==> config.mk <==
export PLATFORM = sky130hd
export DESIGN_NAME = crc_frame_sequencer
export DESIGN_NICKNAME = d
export VERILOG_FILES = /design/src/rtl/crc_seq_pkg.sv /design/src/rtl/crc16_engine.sv /design/src/rtl/crc_frame_sequencer.sv
export SDC_FILE = /design/constraint.sdc
export NUM_CORES = 1
export LEC_CHECK = 0
export CAP_MARGIN = 20
export CORE_MARGIN = 2
export CORE_UTILIZATION = 53
export CTS_CLUSTER_DIAMETER = 120
export CTS_CLUSTER_SIZE = 28
export DETAILED_ROUTE_END_ITERATION = 6
export PLACE_DENSITY = 0.94
export SLEW_MARGIN = 20
export SYNTH_ARGS = -nofsm -noshare
export SYNTH_HDL_FRONTEND = slang
export SYNTH_SLANG_ARGS = --single-unit
==> constraint.sdc <==
create_clock -name clk -period 2.8 [get_ports clk]
set_input_delay 0.42 -clock clk [delete_from_list [all_inputs] [get_ports clk]]
set_output_delay 0.42 -clock clk [all_outputs]
set_load 0.03 [all_outputs]
==> src/rtl/crc_seq_pkg.sv <==
// Shared types and helpers for the CRC frame sequencer: FSM state encoding,
// default CRC-16 constants and the byte-at-a-time CRC update.
package crc_seq_pkg;

  typedef enum logic [1:0] {
    IDLE    = 2'd0,
    PAYLOAD = 2'd1,
    CRC_HI  = 2'd2,
    CRC_LO  = 2'd3
  } seq_state_t;

  localparam logic [15:0] CRC16_POLY_DEFAULT = 16'h1021;
  localparam logic [15:0] CRC16_INIT_DEFAULT = 16'h0000;

  // The byte enters the low half of the register before the eight shift steps.
  function automatic logic [15:0] crc16_byte(input logic [15:0] crc_in,
                                             input logic [7:0]  data,
                                             input logic [15:0] poly);
    logic [15:0] x;
    x = crc_in ^ {8'h00, data};
    for (int i = 0; i < 8; i++) begin
      x = x[15] ? ((x << 1) ^ poly) : (x << 1);
    end
    return x;
  endfunction

endpackage

==> src/rtl/crc16_engine.sv <==
// CRC-16 register: folds one byte per enabled cycle, clear returns it to INIT.
module crc16_engine
  import crc_seq_pkg::*;
#(
  parameter logic [15:0] POLY = CRC16_POLY_DEFAULT,
  parameter logic [15:0] INIT = CRC16_INIT_DEFAULT
) (
  input  logic        clk,
  input  logic        reset,
  input  logic        clear,
  input  logic        en,
  input  logic [7:0]  data,
  output logic [15:0] crc
);

  // Clear wins over enable so a frame end and a stray enable cannot merge.
  always_ff @(posedge clk or posedge reset) begin
    if (reset) begin
      crc <= INIT;
    end else if (clear) begin
      crc <= INIT;
    end else if (en) begin
      crc <= crc16_byte(crc, data, POLY);
    end
  end

endmodule

==> src/rtl/crc_frame_sequencer.sv <==
// Passes payload bytes straight through and appends a 2-byte CRC-16 trailer.
// Define CRC_FRAME_TIMEOUT_EN to build the inter-byte idle timeout.
module crc_frame_sequencer
  import crc_seq_pkg::*;
#(
  parameter logic [15:0] POLY           = CRC16_POLY_DEFAULT,
  parameter logic [15:0] INIT           = CRC16_INIT_DEFAULT,
  parameter int          TIMEOUT_CYCLES = 1024
) (
  input  logic       clk,
  input  logic       reset,
  input  logic [7:0] s_data,
  input  logic       s_valid,
  input  logic       s_last,
  output logic       s_ready,
  output logic [7:0] m_data,
  output logic       m_valid,
  output logic       m_last,
  input  logic       m_ready,
  output logic       busy,
  output logic       timeout_err
);

  seq_state_t  state, state_next;
  logic [15:0] crc;
  logic        pass_phase;
  logic        accept;
  logic        trailer_done;
  logic        abort;

  assign pass_phase   = (state == IDLE) || (state == PAYLOAD);
  // Built from m_ready directly rather than s_ready to keep the comb logic acyclic.
  assign accept       = pass_phase && s_valid && m_ready;
  assign trailer_done = (state == CRC_LO) && m_ready;
  assign busy         = (state != IDLE);

  crc16_engine #(
    .POLY (POLY),
    .INIT (INIT)
  ) u_crc (
    .clk   (clk),
    .reset (reset),
    .clear (trailer_done || abort),
    .en    (accept),
    .data  (s_data),
    .crc   (crc)
  );

`ifdef CRC_FRAME_TIMEOUT_EN
  localparam logic [15:0] TIMEOUT_LAST = 16'(TIMEOUT_CYCLES - 1);

  logic [15:0] idle_count;
  logic        timeout_pulse;

  // Abort on the edge where the idle count would reach TIMEOUT_CYCLES.
  assign abort = (state == PAYLOAD) && !s_valid && (idle_count == TIMEOUT_LAST);

  always_ff @(posedge clk or posedge reset) begin
    if (reset) begin
      idle_count    <= 16'd0;
      timeout_pulse <= 1'b0;
    end else begin
      timeout_pulse <= abort;
      if ((state != PAYLOAD) || s_valid || abort) begin
        idle_count <= 16'd0;
      end else begin
        idle_count <= idle_count + 16'd1;
      end
    end
  end

  assign timeout_err = timeout_pulse;
`else
  logic unused_timeout_cfg;
  assign unused_timeout_cfg = ^16'(TIMEOUT_CYCLES);
  assign abort              = 1'b0;
  assign timeout_err        = 1'b0;
`endif

  always_ff @(posedge clk or posedge reset) begin
    if (reset) begin
      state <= IDLE;
    end else begin
      state <= state_next;
    end
  end

  always_comb begin
    state_next = state;
    m_data     = s_data;
    m_valid    = s_valid;
    m_last     = 1'b0;
    s_ready    = m_ready;
    case (state)
      IDLE, PAYLOAD: begin
        if (accept) begin
          state_next = s_last ? CRC_HI : PAYLOAD;
        end else if (abort) begin
          state_next = IDLE;
        end
      end
      CRC_HI: begin
        s_ready = 1'b0;
        m_valid = 1'b1;
        m_data  = crc[15:8];
        if (m_ready) begin
          state_next = CRC_LO;
        end
      end
      CRC_LO: begin
        s_ready = 1'b0;
        m_valid = 1'b1;
        m_data  = crc[7:0];
        m_last  = 1'b1;
        if (m_ready) begin
          state_next = IDLE;
        end
      end
      default: state_next = IDLE;
    endcase
  end

endmodule

Yosys cells after proc, flatten, opt, wreduce, memory -nomap -nowiden:

Index checks and enable logic that the tools add are counted.

* register bits: 18
* input bits: 13
* output and inout port bits: 13
* logic and storage cells: 46

* equality and inequality tests: 6
* muxes and demuxes: 19
* bitwise logic cells: 9
* reductions and logical operators: 10

Operator list (number)
* two-way mux 13 bit: 8
* two-way mux 16 bit: 2
* inverter 3 bit: 8
* one-hot mux 8 bit (2 select lines): 1
* XOR 16 x 8 -> 16 bit: 1
* two-way mux 2 bit: 4
* != test 2 bit (second input constant): 3
* one-hot mux 2 bit (3 select lines): 1
* equality test 2 bit (second input constant): 2
* nonzero test 2 bit: 2
* OR reduction 2 bit: 2
* logical AND 1 bit: 3
* two-way mux 1 bit: 3
* AND reduction 3 bit: 1
* equality test 2 x 1 -> 1 bit (second input constant): 1
* logical NOT 2 bit: 1
* logical OR 1 bit: 1

Depth between registers and ports, before layout:

* depth in word-level cells: 19
* gate-level depth with buffers: 5
* depth with buffers taken out: 4

By module:

Synthesis repeated with hierarchy kept, for this count alone.

* cell total of the unflattened synthesis: 124
* area total of the unflattened synthesis: 1192.4 um2

Modules (own cells, without submodules)
* crc16_engine: instances 1, cells each 79, area an instance 880.8 um2, sequential area each 400.4 um2
* crc_frame_sequencer: instances 1, cells each 45, area an instance 311.5 um2, sequential area each 50.0 um2

Least setup slack after synthesis:

Ideal clock, no wire load.

* path kind: reg2out
* from: reg state[1]
* to: out m_data[6]
* arrival time: 1.284 ns
* required time: 2.380 ns
* slack: 1.096 ns
* stages on the path, launching flop included: 5
* buffers on the path: 2
* cells stage by stage: dfrtp_1 buf_2 buf_2 nor2_1 a21oi_1

* cells in the longest elaborated chain, start to end: 2

Ends and longest elaborated chain
* start: declaration: RTL line crc_frame_sequencer.sv:24 `seq_state_t state, state_next;`
* start signal: assignment: RTL line crc_frame_sequencer.sv:84 `state <= state_next;`
* equality test 2 bit: RTL line crc_frame_sequencer.sv:94 `case (state)`
* one-hot mux 8 bit (2 select lines) *: RTL line crc_frame_sequencer.sv:94
* end: declaration: RTL line crc_frame_sequencer.sv:16 `output logic [7:0] m_data,`

Mark *: on every way between the ends. The rest lies on a longest branch, timed or not.

Worst setup path in the final report:

* from: reg state[1]
* to: out m_data[7]

Same word-level chain as after synthesis.

==> reports/results.ini <==
[outcome]
status=completed

[sta]
fin_ws_ns=0.2893
worst_pin_slew_ns=0.7151
rsz0062_at_grt=false
max_slew_margin_pct=52.33
hold_violations=0
period_needed_ns=2.511
slew_violations=0
period_share_pct=89.67
finalClockSkew_ns=0.001990
setup-tns-final_ns=0
whs_ns=0.5125
max_clock_freq_mhz=398.3
setup_viol_count_final=0

[power_and_ir_drop]
power.total_mw=1.876
powerDensity_nw_per_um2=1326
power_leakage_nw=0.6141
max-vdd-ir-drop_mv=0.8386

[die]
row_count=16
die_y_um=50.38
design.die.area_sq_um=2538
die-width_um=50.38
io_pins=26
initial_core_util_pct=56.94
core-area_sq_um=2002

[final_layout]
syn2layout_area_growth_pct=24.15
drive_gt1_share_pct=5.921
final_core_util_pct=70.69
diodes=0
final_common_cell=clkdlybuf4s50_1
final_cell_mix=24 x clkdlybuf4s50_1, 19 x xnor2_1, 18 x dfrtp_1, 16 x a21oi_1, 14 x nand2_1
layout.nets=166
fill_cells=149

[placement]
place_ws_ns=0.5550
portBuffers=24
gp_congestion=0.8312
dp_hpwl_um=1872

[global_route]
grt_pass1_vias=983
grt_util_all_layers_pct=23.68
overflow=0
grt_antenna_before_repair=0
grt_pass1_wl_um=4498
grt_max_degree=24

[detailed_routing]
m1WireLength_um=1112
viasPerCell=5.620
wl_met2_um=1335
highest_layer=met4
finalWirelength_um=2647
drt_iter0_drc=15
ant_nets=0
dr_wl_met3_um=99
dr_total_vias=1006
drt_pass1_iterations=5
wl_per_cell_um=14.79
drc=0

[yosys]
synthArstFlopShare_pct=100.0
synth-main-ff-cell=dfrtp_1
synth_area_sq_um=1140
syn_nets=143
yosysTopAreaCellShare_pct=39.52
synthCells=130
yosys_register_bits=18
synth_edf_count=0
yosys_warnings=0
avgSynthCellArea_sq_um=8.768
synth_cell_types=25
yosysSeqAreaShare_pct=39.52
yosys-top-cells-area=dfrtp_1 40%, xnor2_1 15%, a21oi_1 7.0%, mux2i_1 7.0%, o21ai_0 5.3%
synth_top_area_cell=dfrtp_1

[worst_setup_path]
arrival_ns=2.09
startpoint_type=flip-flop
cp.required_ns=2.38
cp-end-kind=output pin
path_max_fanout=23
regToRegSetupSlack_ns=0.98
crit_type=flip-flop to output pin

[cts]
cts.sinks=18
ctsHoldBuffers=0
tritoncts=yes
cts_htree_levels=1
ctsLongestPathBuffers=2
root_buffer=clkbuf_4
cts_made_buffers=3
cts_resized=0
clkTransAtPathRegs_ns=0.11
postCtsSetupBuffers=0
clock_latency_ns=0.30

[flow_run]
max-cap-violations=0

[worst_hold_path]
min_path_type=input pin to asynchronous set/reset pin

## kinds of logic (layout without fill, tap and decap cells)
logic type             after synthesis  count (layout)  synth area share [%]
other                                1               1                0.3290
XOR/XNOR                            24              24                 18.44
AO/OA/AOI/OAI                       34              34                 15.92
buffers and inverters               13              35                 5.708
AND/OR/NAND/NOR                     32              32                 13.06
multiplexers                         8               8                 7.026
flip-flops                          18              18                 39.52
## metrics by stage
stage	area, sq um	std cells
2_1_floorplan	1140	130
3_3_place_gp	1379	175
3_5_place_dp	1379	175
4_1_cts	1415	179
5_1_grt	1415	179
6_report	1415	179
## registers in the layout, summed over array words and instances, names as in the netlist
| name | count |
|---|---|
| state | 2 |
| u_crc.crc | 16 |
## synthesized netlist by cell type, types with 2 or more instances
cell / instances
a21oi_1: 16
nand2_1: 14
o31ai_1: 3
buf_2: 4
dfrtp_1: 18
or3_1: 3
xor2_1: 5
o21ai_0: 12
xnor2_1: 19
nor2_1: 8
or2_2: 2
inv_1: 6
mux2i_1: 8
## final cells by class
cell class	instances	area, sq um	area share, %
multi-input combinational	99	624.3	44.12
sequential	18	450.4	31.83
timing repair buffer	25	247.7	17.51
clock buffer	4	36.28	2.564
tap	27	33.78	2.387
inverter	6	22.52	1.592
## routing by layer
metal / global-route usage (%) / up-vias
li1: - / 477
met5: 0 / -
met2: 40.35 / 37
met3: 2.976 / 15
met4: 12.16 / 0
met1: 29.32 / 477
## final timing paths
kind	from	endpoint	cells after the start
min	reset	u_crc.crc[10]$_DFFE_PP0P_	2
max reg2reg	state[1]$_DFFE_PP0P_	u_crc.crc[13]$_DFFE_PP0P_	4
max	state[1]$_DFFE_PP0P_	m_data[7]	3
min reg2reg	u_crc.crc[5]$_DFFE_PP0P_	u_crc.crc[5]$_DFFE_PP0P_	2
min in group clk	u_crc.crc[5]$_DFFE_PP0P_	u_crc.crc[5]$_DFFE_PP0P_	2
max in group asynchronous	reset	u_crc.crc[8]$_DFFE_PP0P_	2
## report_power, final
part,internal (mW),switching [mW],leakage [nW]
Clock,0.0793,0.0888,0.0210
Sequential,0.379,0.213,0.231
Combinational,0.523,0.593,0.362
## critical path: stages (launching register included)
cell and delay (ns):
dfrtp_1 0.82, nor2_1 0.13, a21oi_1 0.15, clkdlybuf4s50_1 0.68
No activity file was read; power rests on OpenSTA's default activity.
